`src/rtl/timer_bus_master_pkg.sv`:
```
// Shared types and constants for the timer register bus initiator.
package timer_bus_pkg;

    localparam logic [1:0] ADDR_STARTSTOP = 2'b00;
    localparam logic [1:0] ADDR_TIMER1    = 2'b01;
    localparam logic [1:0] ADDR_TIMER2    = 2'b10;

    localparam logic [1:0] BUS_ADDR_IDLE  = 2'b00;
    localparam logic [7:0] BUS_DATA_IDLE  = 8'h00;

    typedef enum logic [1:0] {
        ST_IDLE,
        ST_SETUP,
        ST_STROBE,
        ST_RELEASE
    } state_e;

    typedef struct packed {
        logic       write;
        logic [1:0] addr;
        logic [7:0] wdata;
    } cmd_t;

endpackage

```
`src/rtl/timer_bus_master_if.sv`:
```
// Command, response and register-bus signals of timer_bus_master; master = the initiator's view.
interface timer_bus_master_if;

    logic       cmd_valid;
    logic       cmd_ready;
    logic       cmd_write;
    logic [1:0] cmd_addr;
    logic [7:0] cmd_wdata;

    logic       rsp_valid;
    logic       rsp_write;
    logic [1:0] rsp_addr;
    logic [7:0] rsp_rdata;
    logic       busy;

    logic [1:0] addr;
    logic [7:0] wdata;
    logic       write;
    logic       read;
    logic [7:0] rdata;

    modport master (
        input  cmd_valid, cmd_write, cmd_addr, cmd_wdata, rdata,
        output cmd_ready, rsp_valid, rsp_write, rsp_addr, rsp_rdata, busy,
        output addr, wdata, write, read
    );

    modport slave (
        output cmd_valid, cmd_write, cmd_addr, cmd_wdata, rdata,
        input  cmd_ready, rsp_valid, rsp_write, rsp_addr, rsp_rdata, busy,
        input  addr, wdata, write, read
    );

endinterface

```
`src/rtl/timer_bus_master_cmd_fifo.sv`:
```
// Synchronous command FIFO (timer_cmd_fifo); compiled only when TIMER_CMD_FIFO_EN is defined.
`ifdef TIMER_CMD_FIFO_EN
module timer_cmd_fifo
    import timer_bus_pkg::*;
#(
    parameter int DEPTH = 4
) (
    input  logic clk,
    input  logic rst,
    input  logic push_i,
    input  cmd_t din_i,
    input  logic pop_i,
    output cmd_t dout_o,
    output logic full_o,
    output logic empty_o
);

    localparam int AW = $clog2(DEPTH);

    cmd_t          mem_q [DEPTH];
    logic [AW:0]   wr_ptr_q;
    logic [AW:0]   rd_ptr_q;

    always_ff @(posedge clk) begin
        if (rst) begin
            wr_ptr_q <= '0;
            rd_ptr_q <= '0;
        end else begin
            if (push_i) wr_ptr_q <= wr_ptr_q + 1'b1;
            if (pop_i)  rd_ptr_q <= rd_ptr_q + 1'b1;
        end
    end

    always_ff @(posedge clk) begin
        if (push_i) mem_q[wr_ptr_q[AW-1:0]] <= din_i;
    end

    // Extra pointer bit distinguishes full from empty when the indices match.
    assign dout_o  = mem_q[rd_ptr_q[AW-1:0]];
    assign empty_o = (wr_ptr_q == rd_ptr_q);
    assign full_o  = (wr_ptr_q[AW-1:0] == rd_ptr_q[AW-1:0]) && (wr_ptr_q[AW] != rd_ptr_q[AW]);

endmodule
`endif

```
`src/rtl/timer_bus_master.sv`:
```
// Timer register bus initiator: replays commands as setup/strobe/release transactions.
// Optional command FIFO enabled with `define TIMER_CMD_FIFO_EN.
module timer_bus_master
    import timer_bus_pkg::*;
#(
    parameter int FIFO_DEPTH = 4
) (
    input  logic               clk,
    input  logic               rst,
    timer_bus_master_if.master bus
);

    if (FIFO_DEPTH < 2 || (FIFO_DEPTH & (FIFO_DEPTH - 1)) != 0) begin : g_bad_depth
        $error("FIFO_DEPTH must be a power of two and at least 2");
    end

    state_e     state_q;
    logic       cmd_write_q;
    logic [1:0] cmd_addr_q;
    logic [1:0] addr_q;
    logic [7:0] wdata_q;
    logic       write_q;
    logic       read_q;
    logic       rsp_valid_q;
    logic       rsp_write_q;
    logic [1:0] rsp_addr_q;
    logic [7:0] rsp_rdata_q;

    cmd_t cmd_in;
    cmd_t cmd_next;
    logic cmd_avail;
    logic queued;
    logic take;

    assign cmd_in = '{write: bus.cmd_write, addr: bus.cmd_addr, wdata: bus.cmd_wdata};
    assign take   = (state_q == ST_IDLE || state_q == ST_RELEASE) && cmd_avail;

`ifdef TIMER_CMD_FIFO_EN
    logic fifo_full;
    logic fifo_empty;

    timer_cmd_fifo #(.DEPTH(FIFO_DEPTH)) u_cmd_fifo (
        .clk     (clk),
        .rst     (rst),
        .push_i  (bus.cmd_valid && !fifo_full),
        .din_i   (cmd_in),
        .pop_i   (take),
        .dout_o  (cmd_next),
        .full_o  (fifo_full),
        .empty_o (fifo_empty)
    );

    assign cmd_avail     = !fifo_empty;
    assign queued        = !fifo_empty;
    assign bus.cmd_ready = !fifo_full;
`else
    // Without a queue the command is taken straight from the port into the FSM.
    assign cmd_next      = cmd_in;
    assign cmd_avail     = bus.cmd_valid;
    assign queued        = 1'b0;
    assign bus.cmd_ready = (state_q == ST_IDLE || state_q == ST_RELEASE) && !rst;
`endif

    always_ff @(posedge clk) begin
        if (rst) begin
            state_q     <= ST_IDLE;
            cmd_write_q <= 1'b0;
            cmd_addr_q  <= BUS_ADDR_IDLE;
            addr_q      <= BUS_ADDR_IDLE;
            wdata_q     <= BUS_DATA_IDLE;
            write_q     <= 1'b0;
            read_q      <= 1'b0;
            rsp_valid_q <= 1'b0;
            rsp_write_q <= 1'b0;
            rsp_addr_q  <= BUS_ADDR_IDLE;
            rsp_rdata_q <= BUS_DATA_IDLE;
        end else begin
            case (state_q)
                ST_IDLE, ST_RELEASE: begin
                    rsp_valid_q <= 1'b0;
                    if (take) begin
                        state_q     <= ST_SETUP;
                        cmd_write_q <= cmd_next.write;
                        cmd_addr_q  <= cmd_next.addr;
                        addr_q      <= cmd_next.addr;
                        wdata_q     <= cmd_next.wdata;
                    end else begin
                        state_q     <= ST_IDLE;
                    end
                end
                ST_SETUP: begin
                    state_q <= ST_STROBE;
                    write_q <= cmd_write_q;
                    read_q  <= !cmd_write_q;
                end
                ST_STROBE: begin
                    // rdata is valid while read is high, so it is captured on this edge.
                    state_q     <= ST_RELEASE;
                    write_q     <= 1'b0;
                    read_q      <= 1'b0;
                    addr_q      <= BUS_ADDR_IDLE;
                    wdata_q     <= BUS_DATA_IDLE;
                    rsp_valid_q <= 1'b1;
                    rsp_write_q <= cmd_write_q;
                    rsp_addr_q  <= cmd_addr_q;
                    rsp_rdata_q <= cmd_write_q ? BUS_DATA_IDLE : bus.rdata;
                end
                default: state_q <= ST_IDLE;
            endcase
        end
    end

    assign bus.addr      = addr_q;
    assign bus.wdata     = wdata_q;
    assign bus.write     = write_q;
    assign bus.read      = read_q;
    assign bus.rsp_valid = rsp_valid_q;
    assign bus.rsp_write = rsp_write_q;
    assign bus.rsp_addr  = rsp_addr_q;
    assign bus.rsp_rdata = rsp_rdata_q;
    assign bus.busy      = (state_q != ST_IDLE) || queued;

endmodule

```
`src/flat_wrapper.sv`:
```
// flat-port wrapper written by rule: the top's interface ports become plain ports
module timer_bus_master_flat import timer_bus_pkg::*;
#(
    parameter int FIFO_DEPTH = 4
)
  (clk, rst, bus_cmd_valid, bus_cmd_write, bus_cmd_addr, bus_cmd_wdata, bus_rdata, bus_cmd_ready, bus_rsp_valid, bus_rsp_write, bus_rsp_addr, bus_rsp_rdata, bus_busy, bus_addr, bus_wdata, bus_write, bus_read);
  timer_bus_master_if bus_i ();
  input  logic clk;
  input  logic rst;
  input wire logic [$bits(bus_i.cmd_valid)-1:0] bus_cmd_valid;
  input wire logic [$bits(bus_i.cmd_write)-1:0] bus_cmd_write;
  input wire logic [$bits(bus_i.cmd_addr)-1:0] bus_cmd_addr;
  input wire logic [$bits(bus_i.cmd_wdata)-1:0] bus_cmd_wdata;
  input wire logic [$bits(bus_i.rdata)-1:0] bus_rdata;
  output wire logic [$bits(bus_i.cmd_ready)-1:0] bus_cmd_ready;
  output wire logic [$bits(bus_i.rsp_valid)-1:0] bus_rsp_valid;
  output wire logic [$bits(bus_i.rsp_write)-1:0] bus_rsp_write;
  output wire logic [$bits(bus_i.rsp_addr)-1:0] bus_rsp_addr;
  output wire logic [$bits(bus_i.rsp_rdata)-1:0] bus_rsp_rdata;
  output wire logic [$bits(bus_i.busy)-1:0] bus_busy;
  output wire logic [$bits(bus_i.addr)-1:0] bus_addr;
  output wire logic [$bits(bus_i.wdata)-1:0] bus_wdata;
  output wire logic [$bits(bus_i.write)-1:0] bus_write;
  output wire logic [$bits(bus_i.read)-1:0] bus_read;
  assign bus_i.cmd_valid = bus_cmd_valid;
  assign bus_i.cmd_write = bus_cmd_write;
  assign bus_i.cmd_addr = bus_cmd_addr;
  assign bus_i.cmd_wdata = bus_cmd_wdata;
  assign bus_i.rdata = bus_rdata;
  assign bus_cmd_ready = bus_i.cmd_ready;
  assign bus_rsp_valid = bus_i.rsp_valid;
  assign bus_rsp_write = bus_i.rsp_write;
  assign bus_rsp_addr = bus_i.rsp_addr;
  assign bus_rsp_rdata = bus_i.rsp_rdata;
  assign bus_busy = bus_i.busy;
  assign bus_addr = bus_i.addr;
  assign bus_wdata = bus_i.wdata;
  assign bus_write = bus_i.write;
  assign bus_read = bus_i.read;
  timer_bus_master #(.FIFO_DEPTH(FIFO_DEPTH)) u_core (.clk(clk), .rst(rst), .bus(bus_i));
endmodule
```
`config.mk`:
```
export PLATFORM = sky130hd
export DESIGN_NAME = timer_bus_master_flat
export DESIGN_NICKNAME = d
export VERILOG_FILES = /design/src/rtl/timer_bus_master_pkg.sv /design/src/rtl/timer_bus_master_if.sv /design/src/rtl/timer_bus_master_cmd_fifo.sv /design/src/rtl/timer_bus_master.sv /design/src/flat_wrapper.sv
export SDC_FILE = /design/constraint.sdc
export NUM_CORES = 1
export LEC_CHECK = 0
export BUFFER_PORTS_ARGS = -buffer_cell sky130_fd_sc_hd__buf_4
export CORE_ASPECT_RATIO = 0.6
export CORE_MARGIN = 5
export CORE_UTILIZATION = 40
export DETAILED_ROUTE_END_ITERATION = 16
export PLACE_DENSITY = 0.66
export SETUP_SLACK_MARGIN = 0.15
export SLEW_MARGIN = 30
export SYNTH_ARGS = -nofsm -noshare
export SYNTH_HDL_FRONTEND = slang
export SYNTH_HIERARCHICAL = 1
export SYNTH_SLANG_ARGS = --single-unit
```
`constraint.sdc`:
```
create_clock -name clk -period 3.9 [get_ports clk]
set_clock_uncertainty 0.2 [all_clocks]
set_input_delay 0.585 -clock clk [delete_from_list [all_inputs] [get_ports clk]]
set_output_delay 0.585 -clock clk [all_outputs]
set_load 0.03 [all_outputs]
```
==> results.toml, run 1 <==
[route]
vias = 966
drtIter0Drc = 35
viasPerCell = 4.83
wl_met2_um = 1210
wl_met1_um = 1220
wl_um = 2660
drc = 0
highest_layer = "met4"
wl_per_cell_um = 13.3
ant_nets = 0
dr.pass1.iters = 4
wl_met3_um = 184

[die]
die_area_um2 = 4020
core_area_um2 = 2610
die_height_um = 51.2
die_x_um = 78.6
floorplan.initialDensity = 0.433
rows = 14
io_pins = 48

[sta]
fin_crit_ns = 2.37
maxClockFrequency_mhz = 421
fin_crit_sh = 0.609
slew_violations = 0
setup_viol = 0
hold_ws_ns = 0.285
rsz0062_at_grt = "no"
slew_headroom = 0.607
worstMarginPinSlew_ns = 0.588
hold_violations = 0
fin_setup_tns_ns = 0

[power_and_ir_drop]
power_uw = 805
ir_worst_vdd_mv = 0.251
power_leakage_nw = 0.725
power.density_nw_per_um2 = 512

[setup_path]
cp.arrival_ns = 1.59
path_cells = "inv_1 -> ha_1 -> nor2_1 -> buf_4"
critical_path.slowest_cell = "ha_1"
crit_family = "adder cells"
end_kind = "primary output"
required_ns = 3.12
r2r-end = "u_core/bus.wdata[0]$_SDFFE_PP0P_"
reg2reg_from = "u_core/state_q[0]$_SDFF_PP0_"
cp-start-kind = "register"
r2r_slack_ns = 1.80
critPathMaxFanout = 11
path_buf_inv = 2
r2r_cells = 5
max_stage_delay_ns = 0.60
path_class = "register to primary output"

[clock_network]
cts_resized = 0
cts_tree = "built"
cts_sinks = 29
root_buffer = "clkbuf_8"
clk_pin_slew_ns = 0.06
clockBufferDepth = 2
clk_latency_ns = 0.27
postCtsHoldBufs = 0
cts_made_buffers = 5
postCtsSetupBuffers = 0
htree_levels = 2

[grt]
overflow = 0
grt_pass1_wl_um = 4410
grt_usage = 0.143
antenna_found_initial = 0
grt_pass1_vias = 960
grt_max_degree = 31

[cells_and_area]
fin_cells = 200
nFillCells = 231
antenna_cells = 0
nNetsFinal = 193
syn_to_final_growth_pct = 39.3
regArea_um2 = 581
multiInputGateArea_um2 = 505
utilization = 0.603
final_common_cell = "buf_4"
final_cell_mix = "buf_4, nor2_1, dfxtp_1, a21oi_1, nor2b_1"
drive_gt1_frac = 0.333

[run]
drv_cap = 0

[run_status]
status = "complete, no violations"

[yosys]
syn_area_um2 = 1130
syn_inst = 119
yosysWarnings = 6
synthesis.nets = 145
synth_area_per_cell_um2 = 9.49
ys_types = 19
ys_ff_latch = 29
synth_seq_area_share = 0.514

[place]
dp_hpwl_um = 1950
place.port_buffers = 47
gp_congestion = 0.721
dp.cells = 192

[min_path]
hp-start = "u_core/bus.write$_SDFFE_PP0P_"
hold_class = "register to register"
hold_end = "u_core/bus.write$_SDFFE_PP0P_"
worstHoldPathCells = 2
-- per-layer routing --
layer	track usage	vias up
li1	-	490
met4	0.0698	0
met2	0.239	28
met1	0.165	443
met3	0.0509	5
met5	0	-
-- worst reg2reg max path, cell delays in order (launching register included) --
cell and delay [ns]:
dfxtp_1 0.34, inv_1 0.08, ha_1 0.60, mux2i_2 0.54, a22oi_1 0.18, nor2_1 0.10
-- cell usage after synthesis --
| cell type | number | area share |
|---|---|---|
| a21oi_1 | 11 | 0.049 |
| a22oi_1 | 7 | 0.047 |
| a32oi_1 | 1 | 0.0078 |
| and2b_4 | 1 | 0.0089 |
| buf_2 | 2 | 0.0089 |
| buf_4 | 1 | 0.0066 |
| clkbuf_1 | 3 | 0.010 |
| dfxtp_1 | 29 | 0.51 |
| ha_1 | 4 | 0.044 |
| inv_1 | 4 | 0.013 |
| mux2i_1 | 8 | 0.071 |
| mux2i_2 | 1 | 0.012 |
| nand2b_1 | 1 | 0.0055 |
| nand3_1 | 3 | 0.013 |
| nor2_1 | 29 | 0.096 |
| nor2b_1 | 10 | 0.055 |
| nor2b_4 | 1 | 0.012 |
| nor3b_4 | 1 | 0.017 |
| o21ai_1 | 2 | 0.0089 |
-- power by group --
group | internal, mW | leakage [nW] | total (mW) | switching (mW)
clock | 0.126 | 0.0395 | 0.228 | 0.102
sequential | 0.325 | 0.237 | 0.340 | 0.0156
combinational | 0.0975 | 0.449 | 0.237 | 0.139
-- area by class of cell --
cell class / instances / share of cell area
clock buffer: 8 / 0.0509
inverter: 4 / 0.00954
multi-input combinational: 80 / 0.321
sequential: 29 / 0.369
tap: 32 / 0.0254
timing repair buffer: 47 / 0.224
-- through the flow --
step	instance area (µm²)	worst slack, ns
after CTS	1570	1.52
final	1570	1.53
after global routing	1570	1.44
after floorplan	1130	1.81
after detailed placement	1490	1.81
after global placement	1490	1.90
-- worst max path at each step --
| stage | startpoint | endpoint | cells after the start |
|---|---|---|---|
| finish | u_core/state_q[0]$_SDFF_PP0_ | bus_cmd_ready | 4 |
| global route | u_core/state_q[0]$_SDFF_PP0_ | bus_cmd_ready | 4 |
| CTS | u_core/state_q[0]$_SDFF_PP0_ | bus_cmd_ready | 4 |
| detailed placement | u_core/state_q[0]$_SDFF_PP0_ | u_core/bus.wdata[0]$_SDFFE_PP0P_ | 5 |
| global placement | u_core/state_q[1]$_SDFF_PP0_ | u_core/bus.wdata[3]$_SDFFE_PP0P_ | 5 |
| floorplan | u_core/state_q[0]$_SDFF_PP0_ | bus_cmd_ready | 4 |
-- cell families (layout without fill, tap and decap cells) --
group | count (synthesis) | after routing | share of synthesized area
AO/OA/AOI/OAI | 21 | 21 | 0.112
adder cells (fa/ha/maj) | 4 | 4 | 0.0443
buffers and inverters | 10 | 59 | 0.0388
flip-flops | 29 | 29 | 0.514
multiplexers | 9 | 9 | 0.0831
AND/OR/NAND/NOR | 46 | 46 | 0.208
-- flip-flops by register name (all words and copies together), names as in the netlist --
name                  count
u_core/bus.addr           2
u_core/bus.read           1
u_core/bus.rsp_addr       2
u_core/bus.rsp_rdata      8
u_core/bus.rsp_valid      1
u_core/bus.rsp_write      1
u_core/bus.wdata          8
u_core/bus.write          1
u_core/cmd_addr_q         2
u_core/cmd_write_q        1
u_core/state_q            2
Note: power is estimated with default switching activity, not from simulation.
==> run 2, diff against run 1 <==
ABC_AREA = 1   (was unset)
PLACE_DENSITY = 0.65   (was 0.66)
clock period = 2.2 ns   (was 3.9 ns; I/O delays follow)
==> results.toml, run 2 <==
[yosys]
synth_seq_area_share = 0.474
ys_types = 20
syn_inst = 137
syn_area_um2 = 1220
yosysWarnings = 6
synth_area_per_cell_um2 = 8.93
synth_area_leader_cell = "dfxtp_1"
synth_ff_type = "dfxtp_1"
synth_edf_count = 0
synthesis.nets = 163
ys_ff_latch = 29
async_flop_share = 0
synth_common_cells = "dfxtp_1, nand2_1, a21oi_1"
post-synth-top-count-cell = "dfxtp_1"
synth.area.top_cells = "dfxtp_1, nand2_1, a21oi_1, a21oi_2, nand4_1"
synth_top_area_frac = 0.474

[cells_and_area]
nNetsFinal = 211
final_cell_mix = "buf_4, dfxtp_1, nand2_1, a21oi_1, nor2_1"
drive_gt1_frac = 0.405
antenna_cells = 0
fin_area_um2 = 1660
final_common_cell = "buf_4"
syn_to_final_growth_pct = 35.7

[setup_path]
end_kind = "primary output"
critical_path.slowest_cell = "dfxtp_1"
path_cells = "inv_1 -> ha_1 -> inv_4 -> nand2_1 -> inv_1 -> buf_4"
crit_family = "buffers and inverters"
cp.arrival_ns = 1.42
critPathMaxFanout = 3
required_ns = 1.67
path_buf_inv = 4
max_stage_delay_ns = 0.35
cp-start-kind = "register"
path_class = "register to primary output"
crit_path_frequent_cell = "inv_1"

[die]
rows = 15
core_area_um2 = 2910
die_area_um2 = 4300
floorplan.initialDensity = 0.421
die_height_um = 52.8
die_x_um = 81.4
io_pins = 48

[sta]
fin_crit_sh = 0.885
slew_violations = 0
rsz0062_at_grt = "no"
hold_ws_ns = 0.109
maxClockFrequency_mhz = 513
hold_violations = 0
worstMarginPinSlew_ns = 0.501
slew_headroom = 0.665
setup_viol = 0
fin_crit_ns = 1.95
fin_setup_tns_ns = 0

[grt]
overflow = 0
grt_pass1_vias = 1048
grt_usage = 0.159
grt_pass1_wl_um = 5020
grt_max_degree = 24
antenna_found_initial = 0

[route]
wl_met1_um = 1450
drc = 0
wl_met3_um = 179
vias = 1075
ant_nets = 0
wl_um = 3100
dr.pass1.iters = 4
highest_layer = "met4"
drtIter0Drc = 110
wl_per_cell_um = 13.7
viasPerCell = 4.74
wl_met2_um = 1430

[place]
gp_congestion = 0.677
dpl_cell_area_um2 = 1560
dp_hpwl_um = 2230
place.port_buffers = 47

[power_and_ir_drop]
power_leakage_nw = 0.734
ir_worst_vdd_mv = 0.386
power.density_nw_per_um2 = 902

[clock_network]
cts_tree = "built"
clockBufferDepth = 2
clk_pin_slew_ns = 0.06
cts_made_buffers = 5
clk_latency_ns = 0.28
root_buffer = "clkbuf_8"
cts_sinks = 29
htree_levels = 2

[run_status]
status = "complete, no violations"

[run]
drv_cap = 0

[min_path]
hold_class = "input pin to register"
-- run 2: kinds of logic after synthesis --
kind of cell,synth area share
buf+inv,0.0869
flops,0.474
compound gates,0.131
simple gates,0.267
fa+ha+maj,0.0409
-- run 2: layout make-up --
type                            count  area, µm²
Clock buffer                        7       86.3
Timing Repair Buffer               49        368
Sequential cell                    29        581
Fill cell                         256       1250
Multi-Input combinational cell     91        537
Tap cell                           42       52.6
Inverter                            9       36.3
-- run 2: worst register-to-register path: stages, from the launching register on --
cell,delay [ns]
dfxtp_1,0.35
inv_1,0.09
ha_1,0.35
inv_4,0.06
buf_4,0.19
nand2_4,0.17
inv_1,0.15
nand2_1,0.07
a21oi_2,0.10
-- run 2: where the power goes --
part / internal (mW) / switching, mW / total, mW
combinational: 0.161 / 0.283 / 0.444
sequential: 0.583 / 0.0381 / 0.621
clock: 0.247 / 0.185 / 0.432
-- run 2: final timing paths --
path,start,end,slack [ns],cells past startpoint
max reg2reg,u_core/state_q[0]$_SDFF_PP0_,u_core/cmd_addr_q[1]$_SDFFE_PP0P_,0.39,8
min,bus_cmd_write,u_core/cmd_write_q$_SDFFE_PP0P_,0.11,3
max,u_core/state_q[0]$_SDFF_PP0_,bus_cmd_ready,0.25,6
min reg2reg,u_core/bus.read$_SDFFE_PP0P_,u_core/bus.read$_SDFFE_PP0P_,0.25,2
-- run 2: per-layer routing --
layer | vias to the layer above | GRT usage
met3 | 4 | 0.0533
li1 | 549 | -
met2 | 29 | 0.232
met4 | 0 | 0.0787
met1 | 493 | 0.208
met5 | - | 0
-- run 2: metrics by stage --
step | std cells | power [mW] | util | setup WS [ns]
CTS | 227 | 1.51 | 0.571 | 0.255
detailed placement | 219 | 1.06 | 0.538 | 0.400
global placement | 219 | 1.05 | 0.538 | 0.443
global route | 227 | 1.57 | 0.571 | 0.174
floorplan | 137 | 0.936 | - | 0.626
finish | 227 | 1.50 | 0.571 | 0.252
-- run 2: timing repair --
item                                    4_1_cts  5_1_grt
hold buffers                                  0        0
setup buffers                                 1        0
resized for setup                             1        0
endpoints found under the setup margin        1        0
==> run 3, diff against run 2 <==
CORE_ASPECT_RATIO = 0.75   (was 0.6)
==> results.toml, run 3 (synthesized netlist as in run 2, its figures left out) <==
[run_status]
status = "complete, no violations"

[min_path]
worstHoldPathCells = 3
hp-start = "bus_cmd_write"
hold_end = "u_core/cmd_write_q$_SDFFE_PP0P_"
hold_class = "input pin to register"

[sta]
rsz0062_at_grt = "no"
setup_viol = 0
hold_violations = 0
maxClockFrequency_mhz = 520
slew_headroom = 0.684
fin_crit_sh = 0.874
worstMarginPinSlew_ns = 0.473
fin_setup_tns_ns = 0
slew_violations = 0
fin_crit_ns = 1.92

[die]
core_area_um2 = 2940
die_x_um = 73.9
floorplan.initialDensity = 0.417
io_pins = 48
die_height_um = 57.9
die_area_um2 = 4280
rows = 17

[route]
wl_per_cell_um = 12.8
vias = 1070
dr.pass1.iters = 4
drc = 0
wl_um = 2850
drtIter0Drc = 69
ant_nets = 0
viasPerCell = 4.80

[clock_network]
postCtsHoldBufs = 0
cts_sinks = 29
clockBufferDepth = 2
root_buffer = "clkbuf_8"
cts_tree = "built"
htree_levels = 2
clk_pin_slew_ns = 0.06
clk_latency_ns = 0.27
cts_made_buffers = 5

[cells_and_area]
final_cell_mix = "buf_4, dfxtp_1, nand2_1, a21oi_1, nor2_1"
nNetsFinal = 210
syn_to_final_growth_pct = 34.2
final_common_cell = "buf_4"
drive_gt1_frac = 0.395
antenna_cells = 0

[grt]
grt_pass1_vias = 1050
grt_usage = 0.142
grt_pass1_wl_um = 4730
overflow = 0
grt_max_degree = 25
antenna_found_initial = 0

[run]
drv_cap = 0

[power_and_ir_drop]
power_mw = 1.46
power_leakage_nw = 0.724
ir_worst_vdd_mv = 0.390
power.density_nw_per_um2 = 888

[setup_path]
cp.arrival_ns = 1.39
r2r-end = "u_core/cmd_addr_q[0]$_SDFFE_PP0P_"
reg2reg_from = "u_core/state_q[1]$_SDFF_PP0_"
r2r_slack_ns = 0.42
r2r_cells = 8
critPathMaxFanout = 3
cp-start-kind = "register"
path_class = "register to primary output"
required_ns = 1.67
end_kind = "primary output"

[place]
dp_hpwl_um = 2060
gp_congestion = 0.701
place.port_buffers = 47
-- run 3: power by group --
| part | leakage [nW] | total [mW] | switching [mW] | internal [mW] |
|---|---|---|---|---|
| logic | 0.447 | 0.439 | 0.280 | 0.160 |
| clock network | 0.0395 | 0.399 | 0.175 | 0.224 |
| registers | 0.237 | 0.619 | 0.0368 | 0.583 |
| total | 0.724 | 1.46 | 0.492 | 0.966 |
-- run 3: through the flow --
step / instance area (µm²) / util / hold slack (ns) / std cells / worst slack (ns)
final: 1640 / 0.559 / 0.0971 / 223 / 0.278
after global routing: 1640 / 0.559 / 0.112 / 223 / 0.200
after CTS: 1640 / 0.559 / 0.0933 / 223 / 0.271
after detailed placement: 1550 / 0.529 / 0.252 / 214 / 0.393
after global placement: 1550 / 0.529 / 0.236 / 214 / 0.453
after floorplan: 1220 / - / 0.199 / 137 / 0.626
-- run 3: final cells by class --
cell class	instances	area, µm²
inverter	9	36.3
fill	283	1290
multi-input combinational	91	537
clock buffer	8	80.1
sequential	29	581
timing repair buffer	48	360
tap	38	47.5
-- run 3: worst max-delay path by stage --
| stage | depth (start not counted) | start | to |
|---|---|---|---|
| after floorplan | 5 | u_core/state_q[0]$_SDFF_PP0_ | bus_cmd_ready |
| after global placement | 6 | u_core/state_q[0]$_SDFF_PP0_ | bus_cmd_ready |
| after detailed placement | 6 | u_core/state_q[1]$_SDFF_PP0_ | bus_cmd_ready |
| after CTS | 6 | u_core/state_q[1]$_SDFF_PP0_ | bus_cmd_ready |
| after global routing | 6 | u_core/state_q[1]$_SDFF_PP0_ | bus_cmd_ready |
| final | 6 | u_core/state_q[1]$_SDFF_PP0_ | bus_cmd_ready |
-- run 3: timing repair --
item | CTS | global route
resized for setup | 1 | 0
setup buffers | 1 | 0
endpoints found under the setup margin | 1 | 0
-- run 3: critical path, stage by stage (launching register included) --
cell and delay [ns]:
dfxtp_1 0.36, inv_1 0.08, ha_1 0.33, inv_4 0.07, nand2_1 0.04, inv_1 0.08
buf_4 0.16
-- run 3: per-layer routing --
| metal | global-route usage | vias to the layer above | routed length (µm) |
|---|---|---|---|
| met4 | 0.0698 | 0 | 48 |
| met1 | 0.186 | 497 | 1310 |
| met3 | 0.0381 | 4 | 101 |
| met5 | 0 | - | 0 |
| met2 | 0.216 | 18 | 1390 |
| li1 | - | 551 | - |
